$ cat src/rtl/gate_access_arbiter.sv
// Round-robin arbiter for a shared parking barrier: grants one lane, checks
// its PIN, opens the gate until the vehicle clears, locks out after bad PINs.
module gate_access_arbiter #(
    parameter logic [7:0] PIN_ENTRADA  = 8'h08,
    parameter logic [7:0] PIN_SALIDA   = 8'h21,
    parameter int         MAX_INTENTOS = 3,
    parameter int         TIMEOUT      = 50
) (
    input  logic       Clk,
    input  logic       Reset,
    input  logic       Vehiculo_E,
    input  logic [7:0] Pin_E,
    input  logic       Vehiculo_S,
    input  logic [7:0] Pin_S,
    input  logic       Termino,
    output logic       Cerrado,
    output logic       Abierto,
    output logic       Alarma,
    output logic       Bloqueo,
    output logic       Turno,
    output logic       Ocupado,
    output logic       Espera,
    output logic [2:0] Intentos
);

    typedef enum logic [1:0] {
        REPOSO     = 2'd0,
        ESPERA_PIN = 2'd1,
        ABIERTO    = 2'd2,
        BLOQUEO    = 2'd3
    } state_t;

    localparam logic [2:0] MAX_I   = 3'(MAX_INTENTOS);
    localparam logic [7:0] TO_LAST = 8'(TIMEOUT - 1);

    state_t     state_q, state_d;
    logic       turno_q, turno_d;
    logic [2:0] intentos_q, intentos_d;
    logic [7:0] cnt_q, cnt_d;
    logic       last_served_q, last_served_d;
    logic       pin_prev_e_q, pin_prev_s_q;
    logic       cerrado_q, abierto_q, alarma_q, bloqueo_q, ocupado_q;

    logic       ev_e, ev_s, ev_g, pin_ok;
    logic       veh_g;

    // Rising-edge detect on "keypad non-idle", tracked on both lanes always.
    assign ev_e   = (Pin_E != 8'h00) && !pin_prev_e_q;
    assign ev_s   = (Pin_S != 8'h00) && !pin_prev_s_q;
    assign ev_g   = turno_q ? ev_s : ev_e;
    assign pin_ok = turno_q ? (Pin_S == PIN_SALIDA) : (Pin_E == PIN_ENTRADA);
    assign veh_g  = turno_q ? Vehiculo_S : Vehiculo_E;

    always_comb begin
        state_d       = state_q;
        turno_d       = turno_q;
        intentos_d    = intentos_q;
        cnt_d         = cnt_q;
        last_served_d = last_served_q;
        case (state_q)
            REPOSO: begin
                if (Vehiculo_E || Vehiculo_S) begin
                    state_d    = ESPERA_PIN;
                    intentos_d = 3'd0;
                    cnt_d      = 8'd0;
                    if (Vehiculo_E && Vehiculo_S) turno_d = ~last_served_q;
                    else                          turno_d = Vehiculo_S;
                end
            end
            ESPERA_PIN: begin
                if (ev_g && pin_ok) begin
                    state_d = ABIERTO;
                end else if (ev_g) begin
                    intentos_d = intentos_q + 3'd1;
                    if (intentos_d == MAX_I) state_d = BLOQUEO;
                    else if (cnt_q < TO_LAST) cnt_d = cnt_q + 8'd1;
                end else if (!veh_g || (cnt_q >= TO_LAST)) begin
                    state_d    = REPOSO;
                    intentos_d = 3'd0;
                end else begin
                    cnt_d = cnt_q + 8'd1;
                end
            end
            ABIERTO: begin
                if (Termino) begin
                    state_d       = REPOSO;
                    last_served_d = turno_q;
                    intentos_d    = 3'd0;
                end
            end
            BLOQUEO: begin
                if (ev_g && pin_ok) begin
                    state_d       = REPOSO;
                    last_served_d = turno_q;
                    intentos_d    = 3'd0;
                end
            end
            default: state_d = REPOSO;
        endcase
    end

    always_ff @(posedge Clk) begin
        if (Reset) begin
            state_q       <= REPOSO;
            turno_q       <= 1'b0;
            intentos_q    <= 3'd0;
            cnt_q         <= 8'd0;
            last_served_q <= 1'b1;
            pin_prev_e_q  <= 1'b0;
            pin_prev_s_q  <= 1'b0;
            cerrado_q     <= 1'b1;
            abierto_q     <= 1'b0;
            alarma_q      <= 1'b0;
            bloqueo_q     <= 1'b0;
            ocupado_q     <= 1'b0;
        end else begin
            state_q       <= state_d;
            turno_q       <= turno_d;
            intentos_q    <= intentos_d;
            cnt_q         <= cnt_d;
            last_served_q <= last_served_d;
            pin_prev_e_q  <= (Pin_E != 8'h00);
            pin_prev_s_q  <= (Pin_S != 8'h00);
            // Output flops decode the next state so they track state_q exactly.
            cerrado_q     <= (state_d != ABIERTO);
            abierto_q     <= (state_d == ABIERTO);
            alarma_q      <= (state_d == BLOQUEO);
            bloqueo_q     <= (state_d == BLOQUEO);
            ocupado_q     <= (state_d != REPOSO);
        end
    end

    assign Cerrado  = cerrado_q;
    assign Abierto  = abierto_q;
    assign Alarma   = alarma_q;
    assign Bloqueo  = bloqueo_q;
    assign Turno    = turno_q;
    assign Ocupado  = ocupado_q;
    assign Intentos = intentos_q;
    assign Espera   = ocupado_q && (turno_q ? Vehiculo_E : Vehiculo_S);

endmodule

$ cat config.mk
export PLATFORM = sky130hd
export DESIGN_NAME = gate_access_arbiter
export DESIGN_NICKNAME = d
export VERILOG_FILES = /design/src/rtl/gate_access_arbiter.sv
export SDC_FILE = /design/constraint.sdc
export NUM_CORES = 1
export LEC_CHECK = 0
export ABC_AREA = 1
export BUFFER_PORTS_ARGS = -buffer_cell sky130_fd_sc_hd__buf_2
export CORE_MARGIN = 2
export CORE_UTILIZATION = 35
export DETAILED_ROUTE_END_ITERATION = 10
export PLACE_DENSITY_LB_ADDON = 0.15
export SLEW_MARGIN = 20
export SYNTH_ARGS = -nofsm -noshare
export SYNTH_HDL_FRONTEND = slang
export SYNTH_SLANG_ARGS = --single-unit
export TNS_END_PERCENT = 1
$ cat constraint.sdc
create_clock -name Clk -period 2.6 [get_ports Clk]
set_clock_uncertainty 0.2 [all_clocks]
set_input_delay 0.52 -clock Clk [delete_from_list [all_inputs] [get_ports Clk]]
set_output_delay 0.52 -clock Clk [all_outputs]
set_load 0.005 [all_outputs]
== Word-level counts from Yosys, hierarchy flattened ==
Index checks and enable logic that the tools add are counted.
W data, S select, Z words.
Cells by class
  reduce and logical (&&, ||, !) cells: 20
  bitwise operators: 1
  mux-type cells: 30
  magnitude comparators: 2
  equality and inequality tests: 17
  add/subtract/negate cells: 2
Operator list (number)
  $mux W8: 6
  $mux W3: 6
  $pmux W8 S2: 1
  $reduce_bool A8 Y1: 2
  $mux W2: 7
  $ne A3 B3 Y1 const B: 4
  $pmux W3 S4: 1
  $ne A2 B2 Y1 const B: 5
  $add A8 B1 Y8 const B: 1
  $eq A2 B2 Y1 const B: 4
  $eq A8 B4 Y1 const B: 1
  $eq A8 B6 Y1 const B: 1
  $ge A8 B6 Y1 const B: 1
  $lt A8 B6 Y1 const B: 1
  $pmux W2 S4: 1
  $mux W1: 7
  $reduce_and A6 Y1: 1
  $reduce_bool A2 Y1: 3
  $logic_and A1 B1 Y1: 5
  $reduce_and A5 Y1: 1
  $add A3 B1 Y3 const B: 1
  $eq A3 B2 Y1 const B: 1
  $logic_not A1 Y1: 3
  $reduce_and A3 Y1: 1
  6 further kinds: 7
Word-level totals
  logic and storage cells: 83
  register bits after elaboration: 21

== Depth between registers and ports, before layout ==
Gate-level depths: netlist of the first run.
  depth after elaboration: 8
  depth in mapped cells: 15

== Least setup slack after synthesis of the first run ==
OpenSTA, ideal clock, no wires.
  kind: input to register
  start: input Pin_S[7]
  end: register cnt_q[2]
  required time: 2.268 ns
  arrival: 1.447 ns
  stages: 10
  library setup time: 0.132 ns
  buffers on the path: 0
  setup slack: 0.821 ns
  cells stage by stage: nor2_2 > nand2_2 > o21ai_2 > nand2_4 > nand2_2 > nand2_4 > nand2_4 > nand3_4 > nand2_1 > a21oi_1
Between the ends
  longest elaborated chain between the ends: 6
  elaborated cells between the ends (all ways): 14
  classes of those cells: 5 x eq/ne; 5 x mux; 4 x reduce/logical
Ends and longest elaborated chain
  from (decl): line 14  | input logic [7:0] Pin_S,
  $reduce_bool A8 Y1: line 49  | assign ev_s = (Pin_S != 8'h00) && !pin_prev_s_q;
  $logic_and A1 B1 Y1: line 49
  $mux W1: line 50  | assign ev_g = turno_q ? ev_s : ev_e;
  $mux W8 / $logic_and A1 B1 Y1 (equally long branches): line 73, 71
  $mux W8 / $ne A2 B2 Y1 (equally long branches)
  $pmux W8 S2 / $reduce_and A6 Y1 (equally long branches)
  to (signal assigned): line 120  | cnt_q <= cnt_d;
  to (decl): line 39  | logic [7:0] cnt_q, cnt_d;
Parallel ways exist; a longest one is shown, timed or not. The select of a mux whose other input is x is not followed.
A chain may end at the register's enable or synchronous reset.

== Worst setup path after layout of the first run ==
  start: register turno_q (netlist: Turno)
  end: register abierto_q (netlist: Abierto)
Between the ends
  longest elaborated chain between the ends: 8
  elaborated cells between the ends (all ways): 12
  classes of those cells: 1 x eq/ne; 8 x mux; 3 x reduce/logical
Ends and longest elaborated chain
  from (decl): line 37  | logic turno_q, turno_d;
  from (signal assigned): line 118  | turno_q <= turno_d;
  $mux W1: line 52  | assign veh_g = turno_q ? Vehiculo_S : Vehiculo_E;
  $logic_not A1 Y1: line 77  | end else if (!veh_g || (cnt_q >= TO_LAST)) begin
  $logic_or A1 B1 Y1: line 77
  $mux W2: line 77
  $mux W2: line 73  | end else if (ev_g) begin
  $mux W2: line 71  | if (ev_g && pin_ok) begin
  $pmux W2 S4 (*): line 60  | case (state_q)
  $eq A2 B2 Y1 (*): line 126  | abierto_q <= (state_d == ABIERTO);
  to (signal assigned): line 126
  to (decl): line 42  | logic cerrado_q, abierto_q, alarma_q, bloqueo_q, ocupado_q;
Mark *: on every way between the ends. The rest lies on a longest branch, timed or not.

==> flow_metrics.env, run 1 <==
export IMPL_path_class="flop to flop"
export IMPL_ys_seq_elements=21
export IMPL_synth_distinct_cells=34
export IMPL_initial_core_util=0.367
export IMPL_leakagePower_nw=0.782
export IMPL_timing_fmax_mhz=463
export IMPL_place_gp_congestion=0.809
export IMPL_clkSlewWorstSetupHoldPaths_ns=0.07
export IMPL_r2r_setup_slack_ns=0.44
export IMPL_grt_ovfl_total=0
export IMPL_clock_path_buffers=2
export IMPL_tns_ns=0
export IMPL_die_y_um=69.2
export IMPL_ctsHoldBuffers=0
export IMPL_p_per_area_nw_per_um2=459
export IMPL_wl_um=2990
export IMPL_synth_enable_flop_cells=0
export IMPL_firstDrtPassIters=4
export IMPL_first_global_vias=1152
export IMPL_cts_root_buf="clkbuf_8"
export IMPL_grt_pass1_wl_um=5240
export IMPL_die_area_um2=4790
export IMPL_clk_latency_ns=0.26
export IMPL_drc=0
export IMPL_fin_area_um2=1720
export IMPL_min_from="cnt_q[6]$_SDFFE_PP0P_"
export IMPL_via_count=1287
export IMPL_ant_nets=0
export IMPL_cts_sinks=21
export IMPL_grt_antenna_before_repair=0
export IMPL_cts_tree="yes"
export IMPL_area_growth_pct=15.6
export IMPL_holdPathEnd="cnt_q[6]$_SDFFE_PP0P_"
export IMPL_synth_top_flop_cell="dfxtp_1"
export IMPL_grt_use_total=0.131
export IMPL_worst_pin_slew_ns=0.523
export IMPL_yosys_area_top_type_share=0.283
export IMPL_cp_end_kind="flop"
export IMPL_num_rows=23
export IMPL_synth_most_common_cell="nand2_1"
export IMPL_final_core_utilization=0.424
export IMPL_whs_path_depth=2
export IMPL_wire_per_inst_um=10.2
export IMPL_nets=269
export IMPL_ys_async_sr_fraction=0
export IMPL_maxSlewHeadroom=0.651
export IMPL_finalSetupViolCount=0
export IMPL_yosysTopAreaCell="dfxtp_1"
export IMPL_status="completed"
export IMPL_rsz0062_at_grt="false"
export IMPL_n_fill_cell=447
export IMPL_portBuffers=30
export IMPL_critPathMaxFanout=12
export IMPL_cts_repair_resized=0
export IMPL_min_path_type="flop to flop"
export IMPL_crit_arrival_ns=2.12
export IMPL_fin_crit_sh=0.830
export IMPL_design_core_area_um2=4060
export IMPL_worstPathRequired_ns=2.56
export IMPL_cap_violations=0
export IMPL_yosysSeqAreaShare=0.283
export IMPL_avgViaCountPerCell=4.41
export IMPL_drt_iter0_markers=39
export IMPL_syn_inst=212
export IMPL_start_kind="flop"
export IMPL_yosys_warnings=0
export IMPL_r2r_cells=13
export IMPL_ios=31
export IMPL_ir_drop_v=0.000407
export IMPL_syn_nets=238
export IMPL_cts_buffers=3
export IMPL_h_tree_depth=1
export IMPL_antenna_diode_count=0
export IMPL_slew_viol_final=0
export IMPL_synthTopCellsByArea="dfxtp_1 28%, nand2_1 12%, nor2_1 9.3%"
export IMPL_syn_area_per_cell_um2=7.02
export IMPL_synth_commonest_cells="46 x nand2_1, 37 x nor2_1, 21 x dfxtp_1"
export IMPL_regToRegStartpoint="Turno$_SDFFE_PP0P_"
export IMPL_post_dp_cell_area_um2=1670
export IMPL_hpwl_um=2440
export IMPL_synthesis_area_um2=1490
export IMPL_finalHoldViolCount=0
export IMPL_die_x_um=69.2
export IMPL_timing_rr_end="Abierto$_SDFF_PP0_"
export IMPL_grt_max_degree=13
export IMPL_drive_gt1_frac=0.310
export IMPL_cts_setup_buffers=0
export IMPL_period_minus_slack_ns=2.16
[final cells by class]
type,count,area (µm²),share of cell area
multi-input combinational,163,947,0.551
sequential,21,420,0.245
timing repair buffer,30,150,0.0873
inverter,24,92.6,0.0539
tap,50,62.6,0.0364
clock buffer,3,41.3,0.0240
clock inverter,1,5.00,0.00291
[metrics by stage]
stage / power (mW) / std cells / hold slack (ns) / setup WS (ns)
after CTS: 0.802 / 292 / 0.245 / 0.434
final: 0.788 / 292 / 0.242 / 0.441
after global routing: 0.850 / 292 / 0.268 / 0.247
after global placement: 0.589 / 288 / 0.234 / 0.454
after floorplan: 0.528 / 212 / 0.219 / 0.821
after detailed placement: 0.588 / 288 / 0.231 / 0.448
[per-layer routing]
layer / vias up / track usage / share of wire
li1: 733 / - / -
met1: 536 / 0.195 / 0.55
met2: 16 / 0.194 / 0.41
met3: 2 / 0.0305 / 0.030
met4: 0 / 0.0196 / 0.0064
met5: - / 0 / 0
[where the power goes]
| group | switching (mW) | leakage [nW] | total [mW] | internal, mW |
|---|---|---|---|---|
| logic | 0.133 | 0.585 | 0.218 | 0.0844 |
| registers | 0.0231 | 0.172 | 0.361 | 0.338 |
| clock network | 0.104 | 0.0255 | 0.210 | 0.107 |
| total | 0.260 | 0.782 | 0.788 | 0.529 |
[cell families (layout without fill, tap and decap cells)]
logic type / Yosys count / in the layout / share of synthesized area
XOR/XNOR: 3 / 3 / 0.0177
AO/OA/AOI/OAI: 19 / 19 / 0.0900
AND/OR/NAND/NOR: 136 / 136 / 0.487
adder cells (fa/ha/maj): 5 / 5 / 0.0421
buffers and inverters: 28 / 58 / 0.0807
flip-flops: 21 / 21 / 0.283
[worst max-delay path, stage by stage, from the launching register on]
cell and delay, ns:
dfxtp_1 0.65, inv_1 0.19, nor2_1 0.19, o21ai_2 0.10
nand2_4 0.13, nand2_2 0.09, nand2_4 0.09, inv_4 0.05
nor2_4 0.08, nand2_2 0.06, nand2_2 0.11, inv_2 0.04
nand2_2 0.06, inv_2 0.03
[flip-flops by register name, indices dropped and copies added, names as in the netlist]
| name | count |
|---|---|
| cnt_q | 8 |
| Intentos | 3 |
| state_q | 2 |
| Abierto | 1 |
| Bloqueo | 1 |
| Cerrado | 1 |
| Ocupado | 1 |
| Turno | 1 |
| last_served_q | 1 |
| pin_prev_e_q | 1 |
| pin_prev_s_q | 1 |
[how the worst max path moves through the flow]
stage                             startpoint               endpoint  slack, ns  cells past startpoint
after floorplan                     Pin_S[7]  cnt_q[2]$_SDFFE_PP0P_       0.82                     10
after global placement    Turno$_SDFFE_PP0P_     Abierto$_SDFF_PP0_       0.45                     13
after detailed placement  Turno$_SDFFE_PP0P_     Abierto$_SDFF_PP0_       0.45                     13
after CTS                 Turno$_SDFFE_PP0P_     Abierto$_SDFF_PP0_       0.43                     13
after global routing      Turno$_SDFFE_PP0P_  cnt_q[0]$_SDFFE_PP0P_       0.25                     10
final                     Turno$_SDFFE_PP0P_     Abierto$_SDFF_PP0_       0.44                     13
[cells in the final DEF (no fill, tap or decap), types with 3 or more instances in the layout]
| master | synthesis | routed |
|---|---|---|
| nand2_1 | 46 | 46 |
| inv_1 | 18 | 18 |
| inv_2 | 5 | 5 |
| nand4_1 | 9 | 9 |
| nand2_4 | 3 | 3 |
| a21oi_1 | 10 | 10 |
| ha_1 | 5 | 5 |
| clkbuf_8 | 0 | 3 |
| nor2_4 | 7 | 7 |
| nor2_2 | 8 | 8 |
| nand2_2 | 8 | 8 |
| nand3_1 | 10 | 10 |
| nor2_1 | 37 | 37 |
| dfxtp_1 | 21 | 21 |
| buf_2 | 1 | 30 |
No activity file was read; power rests on OpenSTA's default activity.
==> run 2, diff against run 1 <==
clock period = 2.1 ns   (was 2.6 ns; I/O delays follow)
==> run 2 against run 1 <==
  * Fmax up 18%
  * Highest routed layer unchanged
  * Final area up 1.5%
  * Core utilization up 0.62 points
  * First-iteration DRC count down 7.7%
  * Critical path type unchanged
  * Total power up 27%
  * Via count up 6.0%
  * Sequential cell count unchanged
  * Largest cell class unchanged
==> flow_metrics.env, run 2 (synthesis gave the netlist of run 1 again) <==
export IMPL_status="completed"
export IMPL_clk_latency_ns=0.26
export IMPL_use_met3=0.0392
export IMPL_worst_pin_slew_ns=0.343
export IMPL_num_rows=23
export IMPL_finalHoldViolCount=0
export IMPL_ctsHoldBuffers=0
export IMPL_design_core_area_um2=4060
export IMPL_drt_iter0_markers=36
export IMPL_cts_repair_resized=0
export IMPL_hpwl_um=2520
export IMPL_period_minus_slack_ns=1.82
export IMPL_final_common_cell="nand2_1"
export IMPL_cts_setup_buffers=0
export IMPL_rsz0062_at_grt="false"
export IMPL_wire_per_inst_um=10.8
export IMPL_ant_nets=0
export IMPL_cts_sinks=21
export IMPL_crit_arrival_ns=1.79
export IMPL_ios=31
export IMPL_place_gp_congestion=0.788
export IMPL_die_y_um=69.2
export IMPL_largest_reg_flops=8
export IMPL_finalSetupViolCount=0
export IMPL_ir_drop_v=0.000432
export IMPL_leakagePower_nw=0.795
export IMPL_slew_viol_final=0
export IMPL_met1_usage=0.199
export IMPL_grt_use_total=0.141
export IMPL_avgViaCountPerCell=4.62
export IMPL_top_register="cnt_q"
export IMPL_die_area_um2=4790
export IMPL_die_x_um=69.2
export IMPL_cts_buffers=3
export IMPL_start_kind="flop"
export IMPL_firstDrtPassIters=4
export IMPL_first_global_vias=1262
export IMPL_cp_end_kind="flop"
export IMPL_clock_path_buffers=2
export IMPL_cap_violations=0
export IMPL_min_path_type="flop to flop"
export IMPL_portBuffers=30
export IMPL_via_count=1364
export IMPL_h_tree_depth=1
export IMPL_wl_um=3190
export IMPL_grt_antenna_before_repair=0
export IMPL_initial_core_util=0.367
export IMPL_drive_gt1_frac=0.318
export IMPL_grt_pass1_wl_um=5620
export IMPL_clkSlewWorstSetupHoldPaths_ns=0.08
export IMPL_grt_max_degree=14
export IMPL_drc=0
export IMPL_whs_ns=0.244
export IMPL_tns_ns=0
export IMPL_worstPathRequired_ns=2.07
export IMPL_path_class="flop to flop"
export IMPL_antenna_diode_count=0
export IMPL_maxSlewHeadroom=0.771
export IMPL_area_growth_pct=17.2
export IMPL_nets=272
export IMPL_p_per_area_nw_per_um2=576
export IMPL_met2_usage=0.213
export IMPL_cts_tree="yes"
export IMPL_timing_fmax_mhz=549
export IMPL_critPathMaxFanout=8
export IMPL_cts_root_buf="clkbuf_8"
export IMPL_top_usage_layer="met2"
export IMPL_grt_ovfl_total=0
export IMPL_mostFrequentLayoutCells="46 x nand2_1, 37 x nor2_1, 30 x buf_2, 21 x dfxtp_1, 18 x inv_1"
export IMPL_fin_crit_sh=0.868
[run 2: power breakdown]
part	switching, mW	internal (mW)
Sequential	0.0211	0.418
Clock	0.145	0.134
Combinational	0.176	0.110
Total	0.342	0.662
[run 2: area by class of cell]
cell class,count,area (µm²)
clock buffers,3,41.3
flip-flops and latches,21,420
inverters,24,92.6
repair buffers,33,173
fillers,428,2310
well taps,50,62.6
clock inverters,1,7.51
multi-input cells,163,947
[run 2: through the flow]
stage / total power [mW] / utilization / setup slack, ns / instances / area [µm²]
4_1_cts: 1.02 / 0.430 / 0.283 / 295 / 1740
3_5_place_dp: 0.737 / 0.418 / 0.156 / 291 / 1700
6_report: 1.00 / 0.430 / 0.277 / 295 / 1740
3_3_place_gp: 0.736 / 0.418 / 0.142 / 291 / 1700
2_1_floorplan: 0.654 / - / 0.421 / 212 / 1490
5_1_grt: 1.07 / 0.430 / 0.0958 / 295 / 1740
[run 2: path summary, 6_finish.rpt]
path | from | end | slack [ns] | cells after the start
min | cnt_q[6]$_SDFFE_PP0P_ | cnt_q[6]$_SDFFE_PP0P_ | 0.24 | 2
max | cnt_q[0]$_SDFFE_PP0P_ | cnt_q[1]$_SDFFE_PP0P_ | 0.28 | 10
max reg2reg | cnt_q[0]$_SDFFE_PP0P_ | cnt_q[1]$_SDFFE_PP0P_ | 0.28 | 10
min reg2reg | cnt_q[6]$_SDFFE_PP0P_ | cnt_q[6]$_SDFFE_PP0P_ | 0.24 | 2
[run 2: per-layer routing]
metal | share of wire | vias up
li1 | - | 738
met1 | 0.52 | 594
met2 | 0.42 | 30
met3 | 0.050 | 2
met4 | 0.0053 | 0
met5 | 0 | -
[run 2: critical path, stage by stage (launching register included)]
cell and delay [ns]:
dfxtp_1 0.43, inv_1 0.09, ha_1 0.20, nand2_1 0.06
nand2_1 0.07, a21oi_1 0.24, a21oi_4 0.14, nand3_4 0.15
nand2_1 0.06, nand2_1 0.07, nor2_2 0.03
